File: src/rtl/hazard_stall_ctrl.sv
// hazard_stall_ctrl
// Pipeline control unit for the 5-stage MIPS datapath. It tracks a shadow
// copy of the destination and control info held in the EX, MEM and WB stages.
// From that shadow state it produces:
//   - load-use stalls,
//   - taken-branch flushes,
//   - EX-stage forwarding selects for both ALU operands.
// Two saturating counters record stall and flush events for performance debug.
module hazard_stall_ctrl #(
    parameter int REG_AW = 5,
    parameter int CNT_W  = 16
) (
    input  logic              clk,
    input  logic              reset,
    input  logic              id_valid,
    input  logic [REG_AW-1:0] id_rs,
    input  logic [REG_AW-1:0] id_rt,
    input  logic              id_uses_rs,
    input  logic              id_uses_rt,
    input  logic [REG_AW-1:0] id_rd,
    input  logic              id_reg_write,
    input  logic              id_mem_read,
    input  logic              ex_branch_taken,
    output logic              pc_write,
    output logic              ifid_write,
    output logic              ifid_flush,
    output logic              idex_bubble,
    output logic [1:0]        fwd_a_sel,
    output logic [1:0]        fwd_b_sel,
    output logic [CNT_W-1:0]  stall_count,
    output logic [CNT_W-1:0]  flush_count
);

    localparam logic [1:0] FWD_REGFILE = 2'b00;
    localparam logic [1:0] FWD_EXMEM   = 2'b10;
    localparam logic [1:0] FWD_MEMWB   = 2'b01;

    // ------------------------------------------------------------------
    // Shadow pipeline state
    // ------------------------------------------------------------------
    logic              ex_valid_reg;
    logic [REG_AW-1:0] ex_rs_reg;
    logic [REG_AW-1:0] ex_rt_reg;
    logic [REG_AW-1:0] ex_rd_reg;
    logic              ex_rw_reg;
    logic              ex_mr_reg;

    logic              mem_valid_reg;
    logic [REG_AW-1:0] mem_rd_reg;
    logic              mem_rw_reg;

    logic              wb_valid_reg;
    logic [REG_AW-1:0] wb_rd_reg;
    logic              wb_rw_reg;

    logic [CNT_W-1:0]  stall_count_reg;
    logic [CNT_W-1:0]  stall_count_next;
    logic [CNT_W-1:0]  flush_count_reg;
    logic [CNT_W-1:0]  flush_count_next;

    // ------------------------------------------------------------------
    // Hazard detection and priority resolution
    // ------------------------------------------------------------------
    logic rs_match;
    logic rt_match;
    logic load_use;
    logic flush;
    logic stall_event;
    logic bubble_int;

    // Load in EX whose destination feeds an operand of the instruction in ID.
    // An invalid ID slot never stalls, and $0 is never a real dependency.
    always_comb begin
        rs_match = id_uses_rs && (id_rs == ex_rd_reg);
        rt_match = id_uses_rt && (id_rt == ex_rd_reg);
        load_use = id_valid && ex_valid_reg && ex_mr_reg &&
                   (ex_rd_reg != '0) && (rs_match || rt_match);
        flush    = ex_branch_taken;
        // A flush kills the ID instruction, so a coincident load-use is moot.
        stall_event = load_use && !flush;
        bubble_int  = flush || load_use;
    end

    // Drive the pipeline control outputs. Flush beats stall. Reset forces
    // the normal-flow values so the datapath keeps fetching.
    always_comb begin
        pc_write    = 1'b1;
        ifid_write  = 1'b1;
        ifid_flush  = 1'b0;
        idex_bubble = 1'b0;
        if (!reset) begin
            if (flush) begin
                ifid_flush  = 1'b1;
                idex_bubble = 1'b1;
            end else if (load_use) begin
                pc_write    = 1'b0;
                ifid_write  = 1'b0;
                idex_bubble = 1'b1;
            end
        end
    end

    // ------------------------------------------------------------------
    // Forwarding: one identical selector per ALU operand
    // ------------------------------------------------------------------
    logic [REG_AW-1:0] ex_src [2];
    logic [1:0]        fwd_sel [2];

    assign ex_src[0] = ex_rs_reg;
    assign ex_src[1] = ex_rt_reg;

    // The MEM and WB hit terms reach through the shadow stages.
    // MEM holds the younger result, so it takes precedence.
    // Register 0 is hardwired and must never be forwarded.
    for (genvar gi = 0; gi < 2; gi++) begin : g_fwd
        logic mem_hit;
        logic wb_hit;

        // Select the youngest in-flight producer of this operand.
        always_comb begin
            mem_hit = mem_valid_reg && mem_rw_reg && (mem_rd_reg != '0) &&
                      (mem_rd_reg == ex_src[gi]);
            wb_hit  = wb_valid_reg && wb_rw_reg && (wb_rd_reg != '0) &&
                      (wb_rd_reg == ex_src[gi]);
            fwd_sel[gi] = FWD_REGFILE;
            if (reset) begin
                fwd_sel[gi] = FWD_REGFILE;
            end else if (mem_hit) begin
                fwd_sel[gi] = FWD_EXMEM;
            end else if (wb_hit) begin
                fwd_sel[gi] = FWD_MEMWB;
            end
        end
    end

    assign fwd_a_sel = fwd_sel[0];
    assign fwd_b_sel = fwd_sel[1];

    // ------------------------------------------------------------------
    // Shadow stage advance
    // ------------------------------------------------------------------

    // EX captures the ID instruction unless a bubble is inserted. In that
    // case only the valid bit drops and the fields are left as they were.
    always_ff @(posedge clk) begin
        if (reset) begin
            ex_valid_reg <= 1'b0;
            ex_rs_reg    <= '0;
            ex_rt_reg    <= '0;
            ex_rd_reg    <= '0;
            ex_rw_reg    <= 1'b0;
            ex_mr_reg    <= 1'b0;
        end else if (bubble_int) begin
            ex_valid_reg <= 1'b0;
        end else begin
            ex_valid_reg <= id_valid;
            ex_rs_reg    <= id_rs;
            ex_rt_reg    <= id_rt;
            ex_rd_reg    <= id_rd;
            ex_rw_reg    <= id_reg_write;
            ex_mr_reg    <= id_mem_read;
        end
    end

    // MEM and WB shift unconditionally; the datapath never stalls them.
    always_ff @(posedge clk) begin
        if (reset) begin
            mem_valid_reg <= 1'b0;
            mem_rd_reg    <= '0;
            mem_rw_reg    <= 1'b0;
            wb_valid_reg  <= 1'b0;
            wb_rd_reg     <= '0;
            wb_rw_reg     <= 1'b0;
        end else begin
            mem_valid_reg <= ex_valid_reg;
            mem_rd_reg    <= ex_rd_reg;
            mem_rw_reg    <= ex_rw_reg;
            wb_valid_reg  <= mem_valid_reg;
            wb_rd_reg     <= mem_rd_reg;
            wb_rw_reg     <= mem_rw_reg;
        end
    end

    // ------------------------------------------------------------------
    // Saturating event counters
    // ------------------------------------------------------------------

    // Next counter values. Once a counter is all ones it holds there.
    always_comb begin
        stall_count_next = stall_count_reg;
        flush_count_next = flush_count_reg;
        if (stall_event && !(&stall_count_reg)) begin
            stall_count_next = stall_count_reg + 1'b1;
        end
        if (flush && !(&flush_count_reg)) begin
            flush_count_next = flush_count_reg + 1'b1;
        end
    end

    // Counter registers.
    always_ff @(posedge clk) begin
        if (reset) begin
            stall_count_reg <= '0;
            flush_count_reg <= '0;
        end else begin
            stall_count_reg <= stall_count_next;
            flush_count_reg <= flush_count_next;
        end
    end

    assign stall_count = stall_count_reg;
    assign flush_count = flush_count_reg;

endmodule

File: config.mk
export PLATFORM = sky130hd
export DESIGN_NAME = hazard_stall_ctrl
export DESIGN_NICKNAME = d
export VERILOG_FILES = /design/src/rtl/hazard_stall_ctrl.sv
export SDC_FILE = /design/constraint.sdc
export NUM_CORES = 1
export LEC_CHECK = 0
export ABC_AREA = 1
export BUFFER_PORTS_ARGS = -buffer_cell sky130_fd_sc_hd__buf_4
export CAP_MARGIN = 10
export CORE_UTILIZATION = 55
export DETAILED_ROUTE_END_ITERATION = 7
export PLACE_DENSITY_LB_ADDON = 0.25
export SETUP_SLACK_MARGIN = 0.5
export SKIP_CTS_REPAIR_TIMING = 1
export SYNTH_ARGS = -nofsm -noshare
export SYNTH_HDL_FRONTEND = slang
export SYNTH_SLANG_ARGS = --single-unit
File: constraint.sdc
create_clock -name clk -period 2.2 [get_ports clk]
set_clock_uncertainty 0.1 [all_clocks]
set_input_delay 0.22 -clock clk [delete_from_list [all_inputs] [get_ports clk]]
set_output_delay 0.22 -clock clk [all_outputs]
set_load 0.01 [all_outputs]
; Word level (Yosys, flattened, before mapping)
; Index checks and enable logic that the tools add are counted.
[word_totals]
ff_bits = 64
output_inout_bits = 40
[op_classes]
add_sub_neg = 2
n_eq_ne = 6
muxes = 14
reduce_logical = 28
[op_table]
columns = op, count
row1 = "adder 16 x 1 -> 16 bit, second input constant", 2
row2 = AND reduction 16 bit, 2
row3 = == test 5 bit, 6
row4 = logical AND 1 bit, 17
row5 = nonzero test 5 bit, 3
row6 = 2-to-1 mux 1 bit, 10
row7 = 2-to-1 mux 2 bit, 4
row8 = zero test 1 bit, 3
row9 = logical OR 1 bit, 2
row10 = OR reduction 2 bit, 1

; Depth between registers and ports, before layout
[depth]
word_depth = 7
ltp_mapped = 12
depth_no_buf = 12

; Worst setup path after synthesis
; Ideal clock, no wire load.
[synth_path]
kind = reg2reg
from = reg stall_count_reg[1] (netlist: stall_count[1])
to = reg stall_count_reg[14] (netlist: stall_count[14])
setup_ns = 0.113
arrival_ns = 1.425
path_slack_ns = 0.562
path_stages_with_launch = 11
n_path_buf = 0
path_cell_list = dfxtp_1 -> ha_1 -> nand2_1 -> nor2_2 -> nand3_1 -> nor3_1 -> nand2_1 -> nor2_1 -> nand2_1 -> nand2_1 -> nor2_1
[synth_via]
elab_chain_len = 3
elab_cells_between_ends = 4
cone_classes = add/sub: 1 / reduce/logical: 3
[synth_rtl]
columns = element, line_no
row1 = from (decl), 56  ; logic [CNT_W-1:0] stall_count_reg;
row2 = from (signal assigned), 206  ; stall_count_reg <= stall_count_next;
row3 = branches (longest 3 deep; another with adder 16 x 1 -> 16 bit), n/a
; Parallel ways; which one is timed is not known.
; A chain may end at the register's enable or synchronous reset.

; Final worst setup path
[layout_path]
from = reg ex_rd_reg[4]
to = out idex_bubble
[layout_via]
elab_chain_len = 7
elab_cells_between_ends = 11
cone_classes = eq/ne: 2 / mux: 3 / reduce/logical: 6
[layout_rtl]
columns = element, line_no
row1 = from (decl), 44  ; logic [REG_AW-1:0] ex_rd_reg;
row2 = from (signal assigned), 159  ; ex_rd_reg <= id_rd;
row3 = == test 5 bit (on tied branches), "74, 75"
row4 = logical AND 1 bit (on tied branches), "74, 75"
row5 = logical OR 1 bit, 77  ; (ex_rd_reg != '0) && (rs_match || rt_match);
row6 = logical AND 1 bit *, 77
row7 = 2-to-1 mux 1 bit *, 95  ; end else if (load_use) begin
row8 = 2-to-1 mux 1 bit *, 92  ; if (flush) begin
row9 = 2-to-1 mux 1 bit *, 91  ; if (!reset) begin
row10 = to (decl), 27  ; output logic idex_bubble,
; Every way passes the cells marked *; elsewhere a longest branch is shown, timed or not.

==> qor.csv <==
metric,value,unit
status,finished with violations,
failing checks,hold timing,
crit-path cells,"inv_4, nand2_2, nand2_2, nor2_1, nand3_1, nand2_4, nand2_4, nand2_4, nand2_4, inv_4, buf_6",
All-Layer GR Usage,0.278,
worst slew pin tran,0.381,ns
Starting Density,0.585,
Num CTS Buffers,9,
"slowest stage delay, CP",0.37,ns
initial antenna violation count,0,
Residual DRC,0,
# nets final,612,
H-tree Lvls,3,
Filler cells,357,
Skew-Pair Late Insertion Delay,0.34,ns
reg2reg setup slack,0.39,ns
Hold Slack,-0.0107,ns
core area,5640,µm²
syn nets,521,
"commonest non-fill, non-tap cell in the layout",nand2_1,
"Seq/Total Area, Yosys",0.388,
Hold Path End,ex_rw_reg,
LEAKAGE,0.00199,µW
Comb power frac,0.119,
flip-flop and latch count after synthesis,64,
P_sw,658,µW
sequential share of power,0.476,
Reg-to-Reg Start,ex_rd_reg[4],
fin worst setup slack,0.218,ns
CTS tree,built,
RSZ-0062 raised after global routing,yes,
Area Growth Syn to Fin,36.8,%
dpl ws,0.345,ns
dpl cells,624,
Slew Limit Fails,0,
worst vdd ir,0.000352,V
pin count of the biggest net entering global routing,30,
Vias,3742,
Worst slew margin,0.744,
Synth top area share,0.388,
synth warn,0,
io pins,63,
Critical Path Sink Type,output pin,
root buf cell,clkbuf_8,
most frequent cells in the layout,"nand2_1, nor2_1, buf_4, inv_1, dfxtp_1",
r2r worst-path depth,12,
detailed placer's ending HPWL,5730,µm
hold_sp,id_reg_write,
routed wire length,9870,µm
Port-buffer cells,62,
P per Cell Area,568,nW/µm²
Fmax,504,MHz
final core utilization,0.800,
DRT Pass-1 Iters,5,
maxcap violations,0,
Worst Path Max Fanout,5,
Sw Ratio,0.257,
most frequent CP cell,nand2_4,
global-route wire length before repair,13600,µm
Synth area leaders,"dfxtp_1, nand2_1, nor2_1, inv_1, nand3_1",
DIE WIDTH,79.5,µm
CP max stage cell,dfxtp_2,
Antenna Nets Post-Route,0,
critical path class,reg -> out,
post-synthesis average cell area,6.65,µm²
final hold vios,2,
ratio of cells with drive above 1 in the final layout,0.331,
RD Place Congestion,0.881,
Post-Syn Instances,496,
HP Class,in -> reg,
global route overflow,0,
final setup violation count,0,
vias in the first global route,3104,
"area leader, netlist",dfxtp_1,
setup TNS,0,ns
"Data arrival, critical path",1.66,ns
Internal Power,1910,µW
Cell variety after synth,35,
Diodes inserted,0,
synthesized cell area,3300,µm²
Clock power frac,0.405,
"Min Clock Period, post-route",1.98,ns
clk sinks,64,
initial DRC count,274,
Avg WL per Cell,14.9,µm
Non-Filler Instances,664,
Final period util,0.901,
hold depth,3,
worst r2r dst,stall_count[7],
Worst EP required,1.88,ns
vias per std cell,5.64,
critical path startpoint category,flop,
row count,27,
total die area,6310,µm²
clk buf depth,2,
"CTS clk-pin slew, worst paths",0.07,ns
Die H,79.5,µm
Tot Pwr,2560,µW
per-layer routing:
layer / track usage / share of wire / routed length, µm / vias up
li1: - / - / - / 1760
met1: 0.352 / 0.42 / 4110 / 1756
met2: 0.459 / 0.49 / 4880 / 194
met3: 0.0480 / 0.062 / 613 / 32
met4: 0.124 / 0.028 / 276 / 0
met5: 0 / 0 / 0 / -
power by group through the flow:
stage	clock, µW	combinational, µW	sequential (µW)
2_1_floorplan	0	149	1240
6_report	1040	305	1220
4_1_cts	1030	227	1210
3_3_place_gp	0	219	1240
5_1_grt	1090	331	1220
3_5_place_dp	0	224	1240
cells by family after synthesis:
kind of cell             after synthesis  synth area share
adder cells (fa/ha/maj)                2           0.00758
XOR/XNOR                              13            0.0345
buffers and inverters                 75            0.0937
AO/OA/AOI/OAI                         52            0.0956
flip-flops                            64             0.388
AND/OR/NAND/NOR                      290             0.380
cells in the mapped netlist:
| master | number |
|---|---|
| nand2_2 | 1 |
| nand4_1 | 14 |
| clkbuf_1 | 4 |
| nand2_1 | 133 |
| dfxtp_1 | 64 |
| nor4_1 | 3 |
| ha_1 | 2 |
| nand3_1 | 24 |
| o22ai_1 | 2 |
| a31oi_1 | 1 |
| inv_2 | 6 |
| xor2_1 | 7 |
| o21bai_1 | 1 |
| nand3b_1 | 1 |
| o221ai_1 | 2 |
| o21ai_1 | 2 |
| nand3_2 | 2 |
| nor3_2 | 1 |
| inv_1 | 58 |
| nor2_2 | 3 |
| o21ai_0 | 14 |
| clkinv_1 | 2 |
| a21oi_1 | 19 |
| buf_2 | 1 |
| o311ai_0 | 1 |
| buf_6 | 3 |
| buf_4 | 1 |
| nor2_4 | 1 |
| xnor2_1 | 6 |
| nor3_1 | 9 |
| nand2_4 | 4 |
| o21ai_2 | 10 |
| nor2_1 | 92 |
| nor3b_1 | 1 |
| nand4_2 | 1 |
final cells by class:
class,count,area (µm²),share of cell area
well taps,72,90.1,0.0200
clock buffers,13,159,0.0352
flip-flops and latches,64,1330,0.295
inverters,66,260,0.0576
clock inverters,3,40.0,0.00887
repair buffers,88,736,0.163
multi-input cells,358,1900,0.421
worst max-delay path, delay by kind of cell (launching register included):
kind / cells / cell delay (ns)
flip-flops: 1 / 0.37
AND/OR/NAND/NOR: 8 / 0.72
buffers and inverters: 3 / 0.24
how the worst max path moves through the flow:
| stage | start | to | depth (start not counted) |
|---|---|---|---|
| floorplan | stall_count[1] | stall_count[14] | 10 |
| global placement | flush_count[1] | flush_count[6] | 9 |
| detailed placement | flush_count[0] | flush_count[6] | 9 |
| CTS | ex_rd_reg[2] | ifid_write | 10 |
| global route | ex_rd_reg[4] | idex_bubble | 11 |
| finish | ex_rd_reg[4] | idex_bubble | 11 |
metrics by stage:
stage               hold slack (ns)  instance area (µm²)
floorplan                     0.230                 3300
global placement              0.310                 3820
detailed placement            0.312                 3820
CTS                         -0.0273                 4020
global route               -0.00364                 4510
finish                      -0.0107                 4510
Note: power is estimated with default switching activity, not from simulation.
